### src/rtl/serial_adder.sv
// Bit-serial ripple adder: one full-adder step per clock, LSB first.
// Result and carry-out are published together on the edge entering DONE.
module serial_adder #(
  parameter int WIDTH = 8
) (
  input  logic             clk,
  input  logic             rst,
  input  logic             start,
  input  logic [WIDTH-1:0] a,
  input  logic [WIDTH-1:0] b,
  input  logic             c,
  output logic             busy,
  output logic             done,
  output logic [WIDTH-1:0] s,
  output logic             co
);

  localparam int CW = (WIDTH > 2) ? $clog2(WIDTH) : 1;
  localparam logic [CW-1:0] LAST = CW'(WIDTH - 1);

  typedef enum logic [1:0] {IDLE, RUN, DONE} state_e;

  state_e           state_q, state_d;
  logic [WIDTH-1:0] a_q, a_d, b_q, b_d, res_q, res_d, s_q, s_d;
  logic             carry_q, carry_d, co_q, co_d;
  logic [CW-1:0]    cnt_q, cnt_d;
  logic             sum_bit, carry_nxt;

  assign sum_bit   = a_q[0] ^ b_q[0] ^ carry_q;
  assign carry_nxt = (a_q[0] & b_q[0]) | (a_q[0] & carry_q) | (b_q[0] & carry_q);

  always_comb begin
    state_d = state_q;
    a_d     = a_q;
    b_d     = b_q;
    res_d   = res_q;
    carry_d = carry_q;
    cnt_d   = cnt_q;
    s_d     = s_q;
    co_d    = co_q;
    case (state_q)
      IDLE: if (start) begin
        a_d     = a;
        b_d     = b;
        carry_d = c;
        res_d   = '0;
        cnt_d   = '0;
        state_d = RUN;
      end
      RUN: begin
        res_d   = {sum_bit, res_q[WIDTH-1:1]};
        a_d     = a_q >> 1;
        b_d     = b_q >> 1;
        carry_d = carry_nxt;
        cnt_d   = cnt_q + CW'(1);
        if (cnt_q == LAST) begin
          // last bit: publish the completed word straight from the shifter input
          s_d     = {sum_bit, res_q[WIDTH-1:1]};
          co_d    = carry_nxt;
          state_d = DONE;
        end
      end
      DONE:    state_d = IDLE;
      default: state_d = IDLE;
    endcase
  end

  always_ff @(posedge clk) begin
    if (rst) begin
      state_q <= IDLE;
      a_q     <= '0;
      b_q     <= '0;
      res_q   <= '0;
      carry_q <= 1'b0;
      cnt_q   <= '0;
      s_q     <= '0;
      co_q    <= 1'b0;
    end else begin
      state_q <= state_d;
      a_q     <= a_d;
      b_q     <= b_d;
      res_q   <= res_d;
      carry_q <= carry_d;
      cnt_q   <= cnt_d;
      s_q     <= s_d;
      co_q    <= co_d;
    end
  end

  assign busy = (state_q == RUN);
  assign done = (state_q == DONE);
  assign s    = s_q;
  assign co   = co_q;

endmodule

### config.mk
export PLATFORM = sky130hd
export DESIGN_NAME = serial_adder
export DESIGN_NICKNAME = d
export VERILOG_FILES = /design/src/rtl/serial_adder.sv
export SDC_FILE = /design/constraint.sdc
export NUM_CORES = 1
export LEC_CHECK = 0
export BUFFER_PORTS_ARGS = -buffer_cell sky130_fd_sc_hd__buf_2
export CAP_MARGIN = 20
export CORE_MARGIN = 2
export CORE_UTILIZATION = 45
export CTS_BUF_LIST = sky130_fd_sc_hd__clkbuf_16
export CTS_CLUSTER_SIZE = 20
export DETAILED_ROUTE_END_ITERATION = 8
export HOLD_SLACK_MARGIN = 0.1
export PLACE_DENSITY = 0.67
export SLEW_MARGIN = 20
export SYNTH_ARGS = -nofsm -noshare
export SYNTH_HDL_FRONTEND = slang
export SYNTH_SLANG_ARGS = --single-unit
### constraint.sdc
create_clock -name clk -period 1.4 [get_ports clk]
set_input_delay 0.35 -clock clk [delete_from_list [all_inputs] [get_ports clk]]
set_output_delay 0.35 -clock clk [all_outputs]
set_load 0.05 [all_outputs]
# Word-level counts from Yosys, hierarchy flattened
# Index checks and enable logic that the tools add are counted.
[word_totals]
reg_bits = 39
in_bits = 20
out_inout_bits = 11
word_cells = 39
[op_classes]
n_addsub = 1
eq_ne = 5
mux = 13
bitwise = 7
n_reduce_logical = 5
[op_table]
columns = ["cell", "n"]
rows = [
  ["case mux 8 bit (2 select lines)", 3],
  ["2-to-1 mux 8 bit", 3],
  ["case mux 3 bit (2 select lines)", 1],
  ["AND reduction 2 bit", 3],
  ["2-to-1 mux 2 bit", 2],
  ["case mux 2 bit (2 select lines)", 1],
  ["adder 3 x 1 -> 3 bit, second input constant", 1],
  ["AND 1 bit", 3],
  ["== test 3 bit, second input constant", 1],
  ["2-to-1 mux 3 bit", 1],
  ["== test 2 x 1 -> 1 bit, second input constant", 1],
  ["== test 2 bit, second input constant", 1],
  ["zero test 2 bit", 1],
  ["inequality test 2 x 1 -> 1 bit, second input constant", 1],
  ["inequality test 2 bit, second input constant", 1],
  ["bitwise OR 1 bit", 2],
  ["case mux 1 bit (2 select lines)", 1],
  ["nonzero test 2 bit", 1],
  ["XOR 1 bit", 2],
  ["2-to-1 mux 1 bit", 1],
]

# Depth between registers and ports, before layout
[logic_depth]
word_depth = 4
depth_mapped = 6
ltp_nobuf = 5

# Worst setup path before layout
# Ideal clock, no wire load.
[synth_path]
path_type = "reg2out"
startpoint = "register state_q[0]"
endpoint = "output port done"
t_arrival_ns = 1.300
required_ns = 1.050
path_slack_ns = -0.250
path_stages_with_launch = 4
path_buffers = 2
path_cell_list = "dfxtp_1 > buf_2 > buf_2 > nor2b_1"
[synth_via]
elab_chain_cells = 1
[synth_rtl]
columns = ["item", "line", "rtl"]
rows = [
  ["start, declared", "23", "state_e state_q, state_d;"],
  ["start signal, assigned", "79", "state_q <= state_d;"],
  ["== test 2 bit", "91", "assign done = (state_q == DONE);"],
  ["end, declared", "13", "output logic done,"],
]
# No other way between the ends.

# Worst setup path after layout
[layout_path]
startpoint = "register state_q[1]"
endpoint = "output port busy"
[layout_via]
elab_chain_cells = 1
[layout_rtl]
columns = ["item", "line", "rtl"]
rows = [
  ["== test 2 x 1 -> 1 bit", "90", "assign busy = (state_q == RUN);"],
  ["end, declared", "12", "output logic busy,"],
]
# No other way between the ends.

==> reports/summary.txt <==
Flops & latches, synth: 38
Final Max Slew Viols: 0
Worst min path class: in2reg
Worst setup path class: reg2out
Fin. Hold Viols: 0
Post-Synth XOR/XNOR Area: 0%
Placed wire-length estimate: 2.39 mm
Cells after synthesis: 173
Post-Route Setup TNS: 0 ns
IO buf count: 30
Placed cell area: 1810 µm²
# clock sinks: 38
Ant diodes: 0
Synth Area in Compound Gates: 21.5%
Post-synthesis net count: 196
Largest family of logic cells by synthesized area: compound AO/OA/AOI/OAI gates
Max-Cap Viols: 0
Crit path max fanout: 9
IO Count: 31
Total GRT Usage: 18.8%
Clk_lat worst skew: 0.28 ns
Die width: 63.3 µm
Slew HR: 73.5%
# H-tree levels: 2
Fin crit share: 96.8%
Maximum vdd drop: 0.792 mV
Initial DRC count: 79
DR vias/cell: 5.26
CTS tree: done
Core area: 3360 µm²
Sequential share of the synthesized area: 48.0%
Mapped cell area: 1580 µm²
Leakage: 0.856 nW
Unrepaired setup endpoints after global routing: no
# setup viols final: 0
Final Util: 59.2%
Drt wl/cell: 13.3 µm
Num CTS Buffers: 5
# fillers: 318
WHS: 0.411 ns
Number of global-route vias before repair: 1328
Design Area, Final: 1990 µm²
First-pass GRT wire length: 5.82 mm
Nets: 231
Worst Skew: 0.00421 ns
Die Ht: 63.3 µm
Initial Utilization: 47.1%
Period minus WS final: 1.36 ns
CTS root buffer: clkbuf_16
Avg Synthesized Cell Area: 9.16 µm²
Number of buffers on the longest clock path: 2
Routed wire length: 3.40 mm
Crit path DAT: 1.01 ns
GP Congestion: 0.813
Largest net degree at the start of global routing: 21
Yosys Warn Count: 0
Simple-Gate Fraction of Synth Area: 15.1%
Row count: 21
Worst Max-Slew Pin Slew: 0.397 ns
Area Overhead vs Synth: 25.6%
First drt pass iteration count: 4
Post-synthesis cell type count: 26
Final Power: 2.48 mW
Most common cell after layout, fill and taps aside: dfxtp_1
Die ar.: 4010 µm²
Max Clock Freq: 0.738 GHz
Area share of fa/ha/maj cells after synthesis: 2.84%
Drc violations: 0
Final worst slack: 0.0444 ns
Final cell count without fillers: 255
Startpoint Class: flip-flop
Pwr Density: 1250 nW/µm²
Most frequent cells in the layout: dfxtp_1, nor2_1, buf_2
Placed cell count: 245
Routed Antenna Nets: 0
Initial antenna violation count: 0
Multiplexer share of the synthesized area: 6.95%
WP data required: 1.05 ns
Total gr overflow: 0
Worst-path clk slew: 0.05 ns
Vias post-DR: 1341
Status: finished, final reports clean
Endpoint class of the critical path: output port
Layout cell share with drive strength beyond 1: 29.2%
Pre-CTS setup slack: 0.0381 ns
routing by layer:
| layer | GRT usage, % | vias up | share of wire, % |
|---|---|---|---|
| li1 | - | 684 | - |
| met2 | 30.9 | 17 | 49 |
| met3 | 7.14 | 6 | 4.4 |
| met5 | 0 | - | 0 |
| met1 | 22.1 | 634 | 45 |
| met4 | 7.34 | 0 | 1.7 |
layout make-up:
type	count	area (µm²)	share of cell area, %
clock inverters	3	12.5	0.629
inverters	5	18.8	0.943
clock buffers	5	125	6.29
multi-input cells	116	744	37.4
flip-flops and latches	38	766	38.5
well taps	46	57.6	2.89
repair buffers	42	265	13.3
kinds of logic after synthesis:
| logic type | after synthesis |
|---|---|
| compound gates | 49 |
| fa+ha+maj | 3 |
| buf+inv | 19 |
| flops | 38 |
| mux | 11 |
| simple gates | 53 |
registers in the layout, summed over array words and instances, names as in the netlist:
signal,flops
a_q,8
b_q,8
s,8
res_q,7
cnt_q,3
state_q,2
carry_q,1
co,1
power breakdown:
| group | switching (mW) | leakage [nW] | total (mW) | internal (mW) |
|---|---|---|---|---|
| logic | 0.135 | 0.471 | 0.258 | 0.122 |
| registers | 0.0370 | 0.312 | 1.17 | 1.13 |
| clock network | 0.413 | 0.0724 | 1.06 | 0.643 |
critical path, stage by stage, from the launching register on:
cell and delay, ns:
dfxtp_4 0.36, nand2b_4 0.15, inv_2 0.07, buf_8 0.14
synth_stat cells (all sizes together):
master | count | area share, %
dfxtp | 38 | 48
nor2 | 29 | 6.9
a21oi | 18 | 5.7
a211oi | 13 | 6.2
mux2i | 11 | 7.0
buf | 10 | 3.5
a22oi | 9 | 4.3
nand2 | 9 | 2.1
nand3 | 9 | 2.8
inv | 5 | 1.2
clkbuf | 4 | 0.95
o221a | 4 | 2.8
ha | 2 | 1.6
nand2b | 2 | 1.3
o21ai | 2 | 0.63
or3b | 2 | 1.1
fa | 1 | 1.3
nand3b | 1 | 0.47
nor2b | 1 | 0.40
o21ba | 1 | 0.63
o21bai | 1 | 0.71
o22a | 1 | 0.55
path summary, 6_finish.rpt:
path                                              start                   to  slack [ns]  cells after the start
worst min register to register        s[2]$_SDFFE_PP0P_    s[2]$_SDFFE_PP0P_        0.45                      2
worst max register to register    cnt_q[0]$_SDFFE_PP0P_    s[1]$_SDFFE_PP0P_        0.13                      6
worst min-delay path                               b[5]  b_q[5]$_SDFFE_PP0P_        0.41                      3
worst max-delay path            state_q[1]$_SDFFE_PP0P_                 busy        0.04                      3
repair_timing:
action                     CTS  global route
buffers inserted             0             2
cloned                       0             0
gates resized for setup      6             3
setup endpoints to repair    2            11
hold buffers                 0             0
No activity file was read; power rests on OpenSTA's default activity.
